===== config.mk =====
export PLATFORM = sky130hd
export DESIGN_NAME = sae_min_select_flat
export DESIGN_NICKNAME = d
export VERILOG_FILES = /design/src/rtl/me_pkg.sv /design/src/rtl/sae_min_select_if.sv /design/src/rtl/mv_counter.sv /design/src/rtl/sae_min_select.sv /design/src/flat_wrapper.sv
export SDC_FILE = /design/constraint.sdc
export NUM_CORES = 1
export LEC_CHECK = 0
export CELL_PAD_IN_SITES_DETAIL_PLACEMENT = 1
export CELL_PAD_IN_SITES_GLOBAL_PLACEMENT = 1
export CORE_MARGIN = 5
export CORE_UTILIZATION = 40
export DETAILED_ROUTE_END_ITERATION = 6
export HOLD_SLACK_MARGIN = 0.03
export PLACE_DENSITY_LB_ADDON = 0.1
export SLEW_MARGIN = 20
export SYNTH_ARGS = -nofsm -noshare
export SYNTH_HDL_FRONTEND = slang
export SYNTH_SLANG_ARGS = --single-unit

===== constraint.sdc =====
create_clock -name i_clk -period 2.25 [get_ports i_clk]
set_clock_uncertainty 0.1 [all_clocks]
set_input_delay 0.225 -clock i_clk [delete_from_list [all_inputs] [get_ports i_clk]]
set_output_delay 0.225 -clock i_clk [all_outputs]
set_load 0.005 [all_outputs]

===== src/rtl/me_pkg.sv =====
// Shared motion-estimation definitions: SAE result width, default search size and
// the min-select state encoding, used by both the SAE processor and sae_min_select.
package me_pkg;

    localparam int SAE_WIDTH            = 10;
    localparam int DEFAULT_SEARCH_WIDTH = 4;

    typedef enum logic [1:0] {
        IDLE    = 2'd0,
        COLLECT = 2'd1,
        DONE    = 2'd2
    } me_state_e;

    // A search of width 1 still needs a 1-bit coordinate to keep ports legal.
    function automatic int coord_width(input int search_width);
        return (search_width > 1) ? $clog2(search_width) : 1;
    endfunction

endpackage


===== src/rtl/sae_min_select_if.sv =====
// Candidate stream and result bus of sae_min_select; master drives candidates,
// slave is the min-select block.
interface sae_min_select_if #(
    parameter int SEARCH_WIDTH = me_pkg::DEFAULT_SEARCH_WIDTH,
    parameter int SAE_WIDTH    = me_pkg::SAE_WIDTH
);
    localparam int CW = me_pkg::coord_width(SEARCH_WIDTH);

    logic                 i_start;
    logic                 i_sae_valid;
    logic [SAE_WIDTH-1:0] i_sae_result;
    logic                 o_sae_ready;
    logic [SAE_WIDTH-1:0] o_best_sae;
    logic [CW-1:0]        o_best_x;
    logic [CW-1:0]        o_best_y;
    logic                 o_done;

    modport master (
        output i_start, i_sae_valid, i_sae_result,
        input  o_sae_ready, o_best_sae, o_best_x, o_best_y, o_done
    );

    modport slave (
        input  i_start, i_sae_valid, i_sae_result,
        output o_sae_ready, o_best_sae, o_best_x, o_best_y, o_done
    );

endinterface


===== src/rtl/mv_counter.sv =====
// Raster (x fastest) position counter over a SEARCH_WIDTH x SEARCH_WIDTH grid,
// with synchronous clear, advance enable and a last-position flag.
module mv_counter
    import me_pkg::*;
#(
    parameter int SEARCH_WIDTH = DEFAULT_SEARCH_WIDTH,
    localparam int CW          = coord_width(SEARCH_WIDTH)
) (
    input  logic          i_clk,
    input  logic          i_rst,
    input  logic          i_clear,
    input  logic          i_enable,
    output logic [CW-1:0] o_x,
    output logic [CW-1:0] o_y,
    output logic          o_last
);

    localparam logic [CW-1:0] LAST_POS = CW'(SEARCH_WIDTH - 1);

    logic [CW-1:0] x_q, x_d;
    logic [CW-1:0] y_q, y_d;

    // NOTE: every always_comb output gets a default first, so no path leaves it unassigned (no latch).
    always_comb begin
        x_d = x_q;
        y_d = y_q;
        if (i_enable) begin
            if (x_q == LAST_POS) begin
                x_d = '0;
                y_d = (y_q == LAST_POS) ? '0 : y_q + 1'b1;
            end else begin
                x_d = x_q + 1'b1;
            end
        end
    end

    // NOTE: state registers use non-blocking assignments so all flops update together at the edge.
    always_ff @(posedge i_clk) begin
        if (i_rst || i_clear) begin
            x_q <= '0;
            y_q <= '0;
        end else begin
            x_q <= x_d;
            y_q <= y_d;
        end
    end

    assign o_x    = x_q;
    assign o_y    = y_q;
    assign o_last = (x_q == LAST_POS) && (y_q == LAST_POS);

endmodule


===== src/rtl/sae_min_select.sv =====
// Selects the minimum SAE (first occurrence wins ties) over one candidate search.
// Optional macro SAE_EARLY_EXIT_EN: an accepted SAE of 0 ends the search at once.
module sae_min_select #(
    parameter int SEARCH_WIDTH = me_pkg::DEFAULT_SEARCH_WIDTH,
    parameter int SAE_WIDTH    = me_pkg::SAE_WIDTH
) (
    input  logic            i_clk,
    input  logic            i_rst,
    sae_min_select_if.slave bus
);
    import me_pkg::*;

    localparam int CW = coord_width(SEARCH_WIDTH);

    me_state_e            state_q;
    logic [SAE_WIDTH-1:0] min_q, min_d;
    logic [CW-1:0]        min_x_q, min_x_d;
    logic [CW-1:0]        min_y_q, min_y_d;
    logic [SAE_WIDTH-1:0] best_sae_q;
    logic [CW-1:0]        best_x_q;
    logic [CW-1:0]        best_y_q;
    logic                 ready_q;
    logic                 done_q;

    logic [CW-1:0]        cnt_x;
    logic [CW-1:0]        cnt_y;
    logic                 cnt_last;
    logic                 accept;
    logic                 finish;

    // ready_q is high exactly while in COLLECT, so it doubles as the state qualifier.
    assign accept = bus.i_sae_valid && ready_q;

    mv_counter #(
        .SEARCH_WIDTH (SEARCH_WIDTH)
    ) u_mv_counter (
        .i_clk    (i_clk),
        .i_rst    (i_rst),
        .i_clear  (bus.i_start),
        .i_enable (accept && !bus.i_start),
        .o_x      (cnt_x),
        .o_y      (cnt_y),
        .o_last   (cnt_last)
    );

    always_comb begin
        min_d   = min_q;
        min_x_d = min_x_q;
        min_y_d = min_y_q;
        if (accept && (bus.i_sae_result < min_q)) begin
            min_d   = bus.i_sae_result;
            min_x_d = cnt_x;
            min_y_d = cnt_y;
        end
`ifdef SAE_EARLY_EXIT_EN
        finish = accept && (cnt_last || (bus.i_sae_result == '0));
`else
        finish = accept && cnt_last;
`endif
    end

    always_ff @(posedge i_clk) begin
        if (i_rst) begin
            state_q    <= IDLE;
            min_q      <= '1;
            min_x_q    <= '0;
            min_y_q    <= '0;
            best_sae_q <= '1;
            best_x_q   <= '0;
            best_y_q   <= '0;
            ready_q    <= 1'b0;
            done_q     <= 1'b0;
        end else begin
            done_q <= 1'b0;
            // A start from any state (including an abandoned COLLECT or the DONE cycle) restarts at (0,0).
            if (bus.i_start) begin
                state_q <= COLLECT;
                min_q   <= '1;
                min_x_q <= '0;
                min_y_q <= '0;
                ready_q <= 1'b1;
            end else begin
                case (state_q)
                    IDLE: ;
                    COLLECT: begin
                        min_q   <= min_d;
                        min_x_q <= min_x_d;
                        min_y_q <= min_y_d;
                        if (finish) begin
                            state_q    <= DONE;
                            ready_q    <= 1'b0;
                            done_q     <= 1'b1;
                            best_sae_q <= min_d;
                            best_x_q   <= min_x_d;
                            best_y_q   <= min_y_d;
                        end
                    end
                    DONE: state_q <= IDLE;
                    default: begin
                        state_q <= IDLE;
                        ready_q <= 1'b0;
                    end
                endcase
            end
        end
    end

    assign bus.o_sae_ready = ready_q;
    assign bus.o_best_sae  = best_sae_q;
    assign bus.o_best_x    = best_x_q;
    assign bus.o_best_y    = best_y_q;
    assign bus.o_done      = done_q;

endmodule


===== src/flat_wrapper.sv =====
// flat-port wrapper written by rule: the top's interface ports become plain ports
module sae_min_select_flat import me_pkg::*;
#(
    parameter int SEARCH_WIDTH = me_pkg::DEFAULT_SEARCH_WIDTH,
    parameter int SAE_WIDTH    = me_pkg::SAE_WIDTH
)
  (i_clk, i_rst, bus_i_start, bus_i_sae_valid, bus_i_sae_result, bus_o_sae_ready, bus_o_best_sae, bus_o_best_x, bus_o_best_y, bus_o_done);
  sae_min_select_if #(.SEARCH_WIDTH(SEARCH_WIDTH), .SAE_WIDTH(SAE_WIDTH)) bus_i ();
  input  logic i_clk;
  input  logic i_rst;
  input wire logic [$bits(bus_i.i_start)-1:0] bus_i_start;
  input wire logic [$bits(bus_i.i_sae_valid)-1:0] bus_i_sae_valid;
  input wire logic [$bits(bus_i.i_sae_result)-1:0] bus_i_sae_result;
  output wire logic [$bits(bus_i.o_sae_ready)-1:0] bus_o_sae_ready;
  output wire logic [$bits(bus_i.o_best_sae)-1:0] bus_o_best_sae;
  output wire logic [$bits(bus_i.o_best_x)-1:0] bus_o_best_x;
  output wire logic [$bits(bus_i.o_best_y)-1:0] bus_o_best_y;
  output wire logic [$bits(bus_i.o_done)-1:0] bus_o_done;
  assign bus_i.i_start = bus_i_start;
  assign bus_i.i_sae_valid = bus_i_sae_valid;
  assign bus_i.i_sae_result = bus_i_sae_result;
  assign bus_o_sae_ready = bus_i.o_sae_ready;
  assign bus_o_best_sae = bus_i.o_best_sae;
  assign bus_o_best_x = bus_i.o_best_x;
  assign bus_o_best_y = bus_i.o_best_y;
  assign bus_o_done = bus_i.o_done;
  sae_min_select #(.SEARCH_WIDTH(SEARCH_WIDTH), .SAE_WIDTH(SAE_WIDTH)) u_core (.i_clk(i_clk), .i_rst(i_rst), .bus(bus_i));
endmodule

==> results.sh, run 1 <==
export IMPL_finalWirelength_mm=6.56
export IMPL_drtPass1Iterations=4
export IMPL_grt_first_pass_wirelength_mm=9.94
export IMPL_clockRootBuffer="clkbuf_8"
export IMPL_drtAntennaViolNets=0
export IMPL_avgSynthCellArea_um2=9.25
export IMPL_ir_drop_v=0.000317
export IMPL_synth_most_common_cell="dfxtp_1"
export IMPL_outcome="finished, final reports clean"
export IMPL_clk_latency_ps=290
export IMPL_boundaryPins=30
export IMPL_syn_num_nets=231
export IMPL_wl_met3_um=330
export IMPL_path_clk_slew_ps=80
export IMPL_synth_edf_count=0
export IMPL_finalNonFillerCells=317
export IMPL_dr_wl_met2_mm=3.27
export IMPL_wl_met1_mm=2.76
export IMPL_die_h_um=79.0
export IMPL_worst_slew_pin_slew_ps=514
export IMPL_synth_area_leader_cell="dfxtp_1"
export IMPL_place_inst=303
export IMPL_netlist_area_leader_share_pct=37.8
export IMPL_yosysWarnings=0
export IMPL_fp_dieArea_um2=6240
export IMPL_crit_fanout=5
export IMPL_syn_inst=206
export IMPL_fmax_ghz=0.449
export IMPL_dp_hpwl_mm=4.40
export IMPL_gr_total_overflow=0
export IMPL_end_kind="flip-flop"
export IMPL_final_util_pct=56.8
export IMPL_holdBufCountCts=0
export IMPL_synth_compound_area_share_pct=25.5
export IMPL_synth_simple_area_share_pct=21.2
export IMPL_cts_tree="built"
export IMPL_placed_area_um2=2410
export IMPL_cts_buffer_depth=2
export IMPL_period_share_pct=99.0
export IMPL_path_class="input pin to flip-flop"
export IMPL_relSlewSlack_pct=65.6
export IMPL_synthTopCellsByArea="dfxtp_1, ha_1, a21oi_1"
export IMPL_synth_area_um2=1910
export IMPL_holdCritPathClass="flip-flop to flip-flop"
export IMPL_top_layer_used="met4"
export IMPL_synth_ff_type="dfxtp_1"
export IMPL_synth_top_family_by_area="compound AO/OA/AOI/OAI gates"
export IMPL_routedWlPerCell_um=20.7
export IMPL_drt_iter0_drc=94
export IMPL_start_kind="input pin"
export IMPL_power_density_nw_per_um2=483
export IMPL_antenna_found_initial=0
export IMPL_synth_seq_area_share_pct=37.8
export IMPL_cp_arrival_ps=2290
export IMPL_grt_use_total_pct=20.4
export IMPL_port_buffers=29
export IMPL_initial_core_util_pct=40.9
export IMPL_cts_htree_levels=2
export IMPL_finalHoldViolations=0
export IMPL_power_leakage_nw=1.02
export IMPL_yosys_mux_area_fraction_pct=0.525
export IMPL_cts_sinks=36
export IMPL_num_rows=25
export IMPL_grt_pass1_vias=1992
export IMPL_period_minus_slack_ps=2230
export IMPL_antenna_cells=0
export IMPL_holdWs_ps=378
export IMPL_finalPower_mw=1.28
export IMPL_fin_area_um2=2650
export IMPL_synthTopCellsByCount="dfxtp_1, a21oi_1, nand4_1"
export IMPL_required_ps=2310
export IMPL_ys_types=41
export IMPL_maxSlewViolCount=0
export IMPL_fillers=542
export IMPL_core_um2=4660
export IMPL_drive_above_1_share_pct=29.3
export IMPL_synth_xor_area_share_pct=0
export IMPL_cap_viol_max_count=0
export IMPL_grt_max_degree=22
export IMPL_numCtsBuffers=5
export IMPL_via_per_inst=6.16
export IMPL_synthAdderAreaFrac_pct=7.22
export IMPL_die_x_um=79.0
export IMPL_ys_ff_latch=36
export IMPL_drc=0
export IMPL_gp_congestion=0.855
export IMPL_final_nets=287
export IMPL_synthArstFlopShare_pct=0
export IMPL_via_count=1953
export IMPL_syn_to_final_growth_pct=38.9
export IMPL_finalSetupViolCount=0
-- critical path, stage by stage --
cell,delay [ps]
clkdlybuf4s50_1,460
ha_1,360
nand4_2,150
a211oi_2,310
or3_4,240
nor2_4,50
buf_4,150
o311ai_0,330
-- registers in the layout, indices dropped and copies added, names as in the netlist --
| signal | flops |
|---|---|
| u_core.min_x_q | 2 |
| u_core.bus.o_best_x | 2 |
| u_core.bus.o_best_sae | 10 |
| u_core.min_y_q | 2 |
| u_core.state_q | 2 |
| u_core.bus.o_sae_ready | 1 |
| u_core.bus.o_done | 1 |
| u_core.u_mv_counter.o_x | 2 |
| u_core.u_mv_counter.o_y | 2 |
| u_core.bus.o_best_y | 2 |
| u_core.min_q | 10 |
-- cells in the final DEF, fill, tap and decap left out, types with 2 or more instances in the layout --
master / instances
nor3_1: 3
nand2_1: 4
ha_1: 9
a21oi_1: 18
o21ai_1: 7
ha_4: 2
nor4_2: 7
clkdlybuf4s50_1: 29
o31ai_2: 4
a311oi_2: 3
inv_1: 11
a211oi_2: 2
nand3_1: 6
nor4_4: 2
dfxtp_1: 36
o311ai_1: 6
a31oi_1: 10
nand4_1: 14
nor2_1: 12
o211ai_1: 2
o21ai_0: 7
clkbuf_8: 5
o311ai_0: 3
nand2b_1: 2
buf_4: 34
buf_6: 2
clkinv_2: 2
-- power by group --
| part | leakage, nW | switching [mW] | internal (mW) |
|---|---|---|---|
| Sequential | 0.292 | 0.00381 | 0.641 |
| Clock | 0.0479 | 0.245 | 0.216 |
| Combinational | 0.682 | 0.0973 | 0.0751 |
-- timing repair --
| item | CTS | global route |
|---|---|---|
| cloned | 0 | 1 |
| setup endpoints to repair | 8 | 18 |
| setup buffers | 0 | 5 |
| pin swaps | 0 | 3 |
| gates resized for setup | 1 | 17 |
-- final timing paths --
check / start / to / slack, ps / cells past startpoint
max: bus_i_sae_result[9] / u_core.bus.o_best_sae[5] / 20 / 8
max reg2reg: u_core.min_q[9] / u_core.bus.o_best_sae[5] / 60 / 8
min reg2reg: u_core.bus.o_best_sae[9] / u_core.bus.o_best_sae[9] / 380 / 2
min: u_core.bus.o_best_sae[9] / u_core.bus.o_best_sae[9] / 380 / 2
-- routing by layer --
metal / track usage, % / vias to the layer above
li1: - / 907
met1: 25.0 / 968
met2: 34.8 / 58
met3: 4.31 / 20
met4: 8.25 / 0
met5: 0 / -
-- cells by family after synthesis --
group	Yosys count
fa+ha+maj	11
mux	1
flops	36
compound gates	69
buf+inv	29
simple gates	60
-- area by class of cell --
| cell class | instances | area, um^2 | area share [%] |
|---|---|---|---|
| Clock buffer | 5 | 68.8 | 2.60 |
| Clock inverter | 3 | 18.8 | 0.709 |
| Inverter | 11 | 41.3 | 1.56 |
| Multi-Input combinational cell | 142 | 1140 | 43.1 |
| Sequential cell | 36 | 721 | 27.2 |
| Tap cell | 54 | 67.6 | 2.55 |
| Timing Repair Buffer | 66 | 588 | 22.2 |
-- per-stage QoR --
step / setup WS (ps) / TNS, ps
final: 22.4 / 0
after global routing: -91.0 / -600
after CTS: 25.7 / 0
after detailed placement: -357 / -7150
after global placement: -233 / -4850
after floorplan: 238 / 0
Power figures use the tool's default switching activity.
==> inputs of run 2 (changes only) <==
--- a/config.mk
+++ b/config.mk
@@ -10,6 +10,7 @@
 export CORE_MARGIN = 5
 export CORE_UTILIZATION = 40
 export DETAILED_ROUTE_END_ITERATION = 6
+export GPL_ROUTABILITY_DRIVEN = 0
 export HOLD_SLACK_MARGIN = 0.03
 export PLACE_DENSITY_LB_ADDON = 0.1
 export SLEW_MARGIN = 20
==> results of run 2 <==
The final DEF is identical to that of run 1; final timing and power are the same.
==> inputs of run 3 (changes only) <==
--- a/config.mk
+++ b/config.mk
@@ -5,10 +5,11 @@
 export SDC_FILE = /design/constraint.sdc
 export NUM_CORES = 1
 export LEC_CHECK = 0
+export ABC_AREA = 1
 export CELL_PAD_IN_SITES_DETAIL_PLACEMENT = 1
 export CELL_PAD_IN_SITES_GLOBAL_PLACEMENT = 1
 export CORE_MARGIN = 5
-export CORE_UTILIZATION = 40
+export CORE_UTILIZATION = 38
 export DETAILED_ROUTE_END_ITERATION = 6
 export GPL_ROUTABILITY_DRIVEN = 0
 export HOLD_SLACK_MARGIN = 0.03
==> constraint.sdc (replaced) <==
create_clock -name i_clk -period 2.25 [get_ports i_clk]
set_clock_uncertainty 0.1 [all_clocks]
set_input_delay 0.45 -clock i_clk [delete_from_list [all_inputs] [get_ports i_clk]]
set_output_delay 0.45 -clock i_clk [all_outputs]
set_load 0.005 [all_outputs]
==> run 3 against run 2 <==
Against the previous run: cell count up 17%; sequential power up 2%; total power up 9.4%; clock power up 24%; highest routed layer unchanged; sequential share of layout area up 2.5 points.
==> results.sh, run 3 <==
export IMPL_outcome="finished, final reports clean"
export IMPL_syn_num_nets=288
export IMPL_core_um2=4750
export IMPL_ys_types=21
export IMPL_period_share_pct=93.7
export IMPL_netlist_area_leader_share_pct=38.6
export IMPL_rr_worst_depth=10
export IMPL_holdWs_ps=343
export IMPL_num_rows=25
export IMPL_period_minus_slack_ps=2110
export IMPL_crit_fanout=14
export IMPL_ir_drop_v=0.000406
export IMPL_grt_first_pass_wirelength_mm=9.12
export IMPL_drt_iter0_drc=81
export IMPL_power_leakage_nw=1.14
export IMPL_initial_core_util_pct=39.2
export IMPL_required_ps=2340
export IMPL_yosysWarnings=0
export IMPL_maxSlewViolCount=0
export IMPL_boundaryPins=30
export IMPL_grt_max_degree=22
export IMPL_synth_area_leader_cell="dfxtp_1"
export IMPL_dp_hpwl_mm=3.74
export IMPL_path_clk_slew_ps=80
export IMPL_via_count=1836
export IMPL_via_per_inst=4.95
export IMPL_cp_depth=10
export IMPL_start_kind="input pin"
export IMPL_die_h_um=80.1
export IMPL_ys_ff_latch=36
export IMPL_synth_most_common_cell="nand2_1"
export IMPL_finalHoldViolations=0
export IMPL_drtAntennaViolNets=0
export IMPL_path_buf_inv=3
export IMPL_drc=0
export IMPL_rrSetupSlack_ps=370
export IMPL_synth_edf_count=0
export IMPL_synthArstFlopShare_pct=0
export IMPL_fp_dieArea_um2=6410
export IMPL_crit_end="u_core.min_x_q[0]"
export IMPL_finalNonFillerCells=371
export IMPL_fin_ws_ps=143
export IMPL_cts_sinks=36
export IMPL_worst_path_most_repeated_cell="nand2_1"
export IMPL_multi_input_area_um2=953
export IMPL_crit_family="simple AND/OR/NAND/NOR gates"
export IMPL_regArea_um2=721
export IMPL_antenna_cells=0
export IMPL_finalPower_mw=1.40
export IMPL_place_inst=363
export IMPL_synthTopCellsByCount="nand2_1, dfxtp_1, inv_1"
export IMPL_max_stage_delay_ps=440
export IMPL_power_density_nw_per_um2=577
export IMPL_cp_startpoint="bus_i_sae_result[9]"
export IMPL_synthTopCellsByArea="dfxtp_1, nand2_1, nand3_1"
export IMPL_drive_above_1_share_pct=13.5
export IMPL_holdBufCountCts=0
export IMPL_finalWirelength_mm=5.41
export IMPL_rsz0062_at_grt="false"
export IMPL_fillers=622
export IMPL_synth_seq_area_share_pct=38.6
export IMPL_syn_to_final_growth_pct=29.9
export IMPL_holdCritPathClass="flip-flop to flip-flop"
export IMPL_routedWlPerCell_um=14.6
export IMPL_drtPass1Iterations=4
export IMPL_die_x_um=80.1
export IMPL_cts_tree="built"
export IMPL_numCtsBuffers=5
export IMPL_clockRootBuffer="clkbuf_8"
export IMPL_r2r_end="u_core.min_x_q[0]"
export IMPL_grt_use_total_pct=18.6
export IMPL_grt_pass1_vias=1949
export IMPL_fmax_ghz=0.475
export IMPL_finalSetupViolCount=0
export IMPL_end_kind="flip-flop"
export IMPL_worst_slew_pin_slew_ps=552
export IMPL_synth_area_um2=1870
export IMPL_relSlewSlack_pct=63.2
export IMPL_port_buffers=29
export IMPL_path_cells="clkdlybuf4s50_1 > ha_1 > nand2_1 > nor2_2 > nand2_1 > buf_4 > nand4_1 > nand3_1 > nand2_1 > inv_1"
export IMPL_cp_arrival_ps=2200
export IMPL_gr_total_overflow=0
export IMPL_clk_latency_ps=290
export IMPL_rr_startpoint="u_core.min_q[9]"
export IMPL_avgSynthCellArea_um2=7.09
export IMPL_dp_slack_ps=-153
export IMPL_cts_htree_levels=2
export IMPL_path_class="input pin to flip-flop"
export IMPL_final_nets=328
export IMPL_cts_buffer_depth=2
export IMPL_most_common_layout_cells="nand2_1, inv_1, dfxtp_1"
export IMPL_syn_inst=263
export IMPL_antenna_found_initial=0
export IMPL_cap_viol_max_count=0
export IMPL_cpMaxStageDelayCell="clkdlybuf4s50_1"
export IMPL_layout_commonest_cell="nand2_1"
export IMPL_synth_ff_type="dfxtp_1"
[run 3: cell types whose count changed in the layout (fill, tap and decap cells not counted), sizes merged, moves of 5 or more]
cell	delta
buf	-22
nor3	-5
nand3	+25
a31oi	-10
o311ai	-9
o31ai	-5
inv	+26
nor2	+18
o21ai	-9
nor4	-10
nand2	+56
[run 3: cells by family (layout without fill, tap and decap cells)]
group                    count (synthesis)  after routing  synth area share [%]
buffers and inverters                   49             90                  10.8
AO/OA/AOI/OAI                           30             30                  8.72
AND/OR/NAND/NOR                        137            137                  34.5
adder cells (fa/ha/maj)                 11             11                  7.38
flip-flops                              36             36                  38.6
[run 3: worst min-delay path by stage]
| stage | start | to | slack (ps) | depth (start not counted) |
|---|---|---|---|---|
| 6_report | u_core.state_q[0] | u_core.bus.o_sae_ready | 340 | 1 |
| 5_1_grt | u_core.state_q[0] | u_core.bus.o_sae_ready | 380 | 1 |
| 4_1_cts | u_core.state_q[0] | u_core.bus.o_sae_ready | 350 | 1 |
| 3_5_place_dp | u_core.state_q[0] | u_core.bus.o_sae_ready | 330 | 1 |
| 3_3_place_gp | u_core.state_q[0] | u_core.bus.o_sae_ready | 340 | 1 |
| 2_1_floorplan | u_core.state_q[0] | u_core.bus.o_sae_ready | 320 | 1 |
[run 3: cell type report]
class                   instances  share of cell area (%)
flip-flops and latches         36                    29.7
well taps                      67                    3.46
multi-input cells             178                    39.3
repair buffers                 44                    17.1
clock buffers                   6                    2.99
clock inverters                 2                    1.45
inverters                      38                    5.89
[run 3: metal layers]
| layer | global-route usage, % | routed length (um) |
|---|---|---|
| met3 | 5.16 | 195 |
| met2 | 33.4 | 2740 |
| met5 | 0 | 0 |
| met4 | 5.91 | 66 |
| met1 | 21.2 | 2400 |
[run 3: where the power goes]
group / internal [mW] / switching, mW / total, mW
Combinational: 0.0735 / 0.0972 / 0.171
Sequential: 0.650 / 0.00688 / 0.656
Clock: 0.329 / 0.242 / 0.571
[run 3: repair_timing]
action / CTS / global route
setup buffers: 0 / 0
resized for setup: 0 / 2
endpoints found under the setup margin: 0 / 4
[run 3: stage by stage]
| step | setup TNS (ps) | util [%] | instance area [um^2] |
|---|---|---|---|
| 2_1_floorplan | 0 | - | 1870 |
| 3_3_place_gp | -2680 | 48.5 | 2310 |
| 4_1_cts | 0 | 50.8 | 2410 |
| 3_5_place_dp | -3110 | 48.5 | 2310 |
| 5_1_grt | 0 | 51.0 | 2420 |
| 6_report | 0 | 51.0 | 2420 |
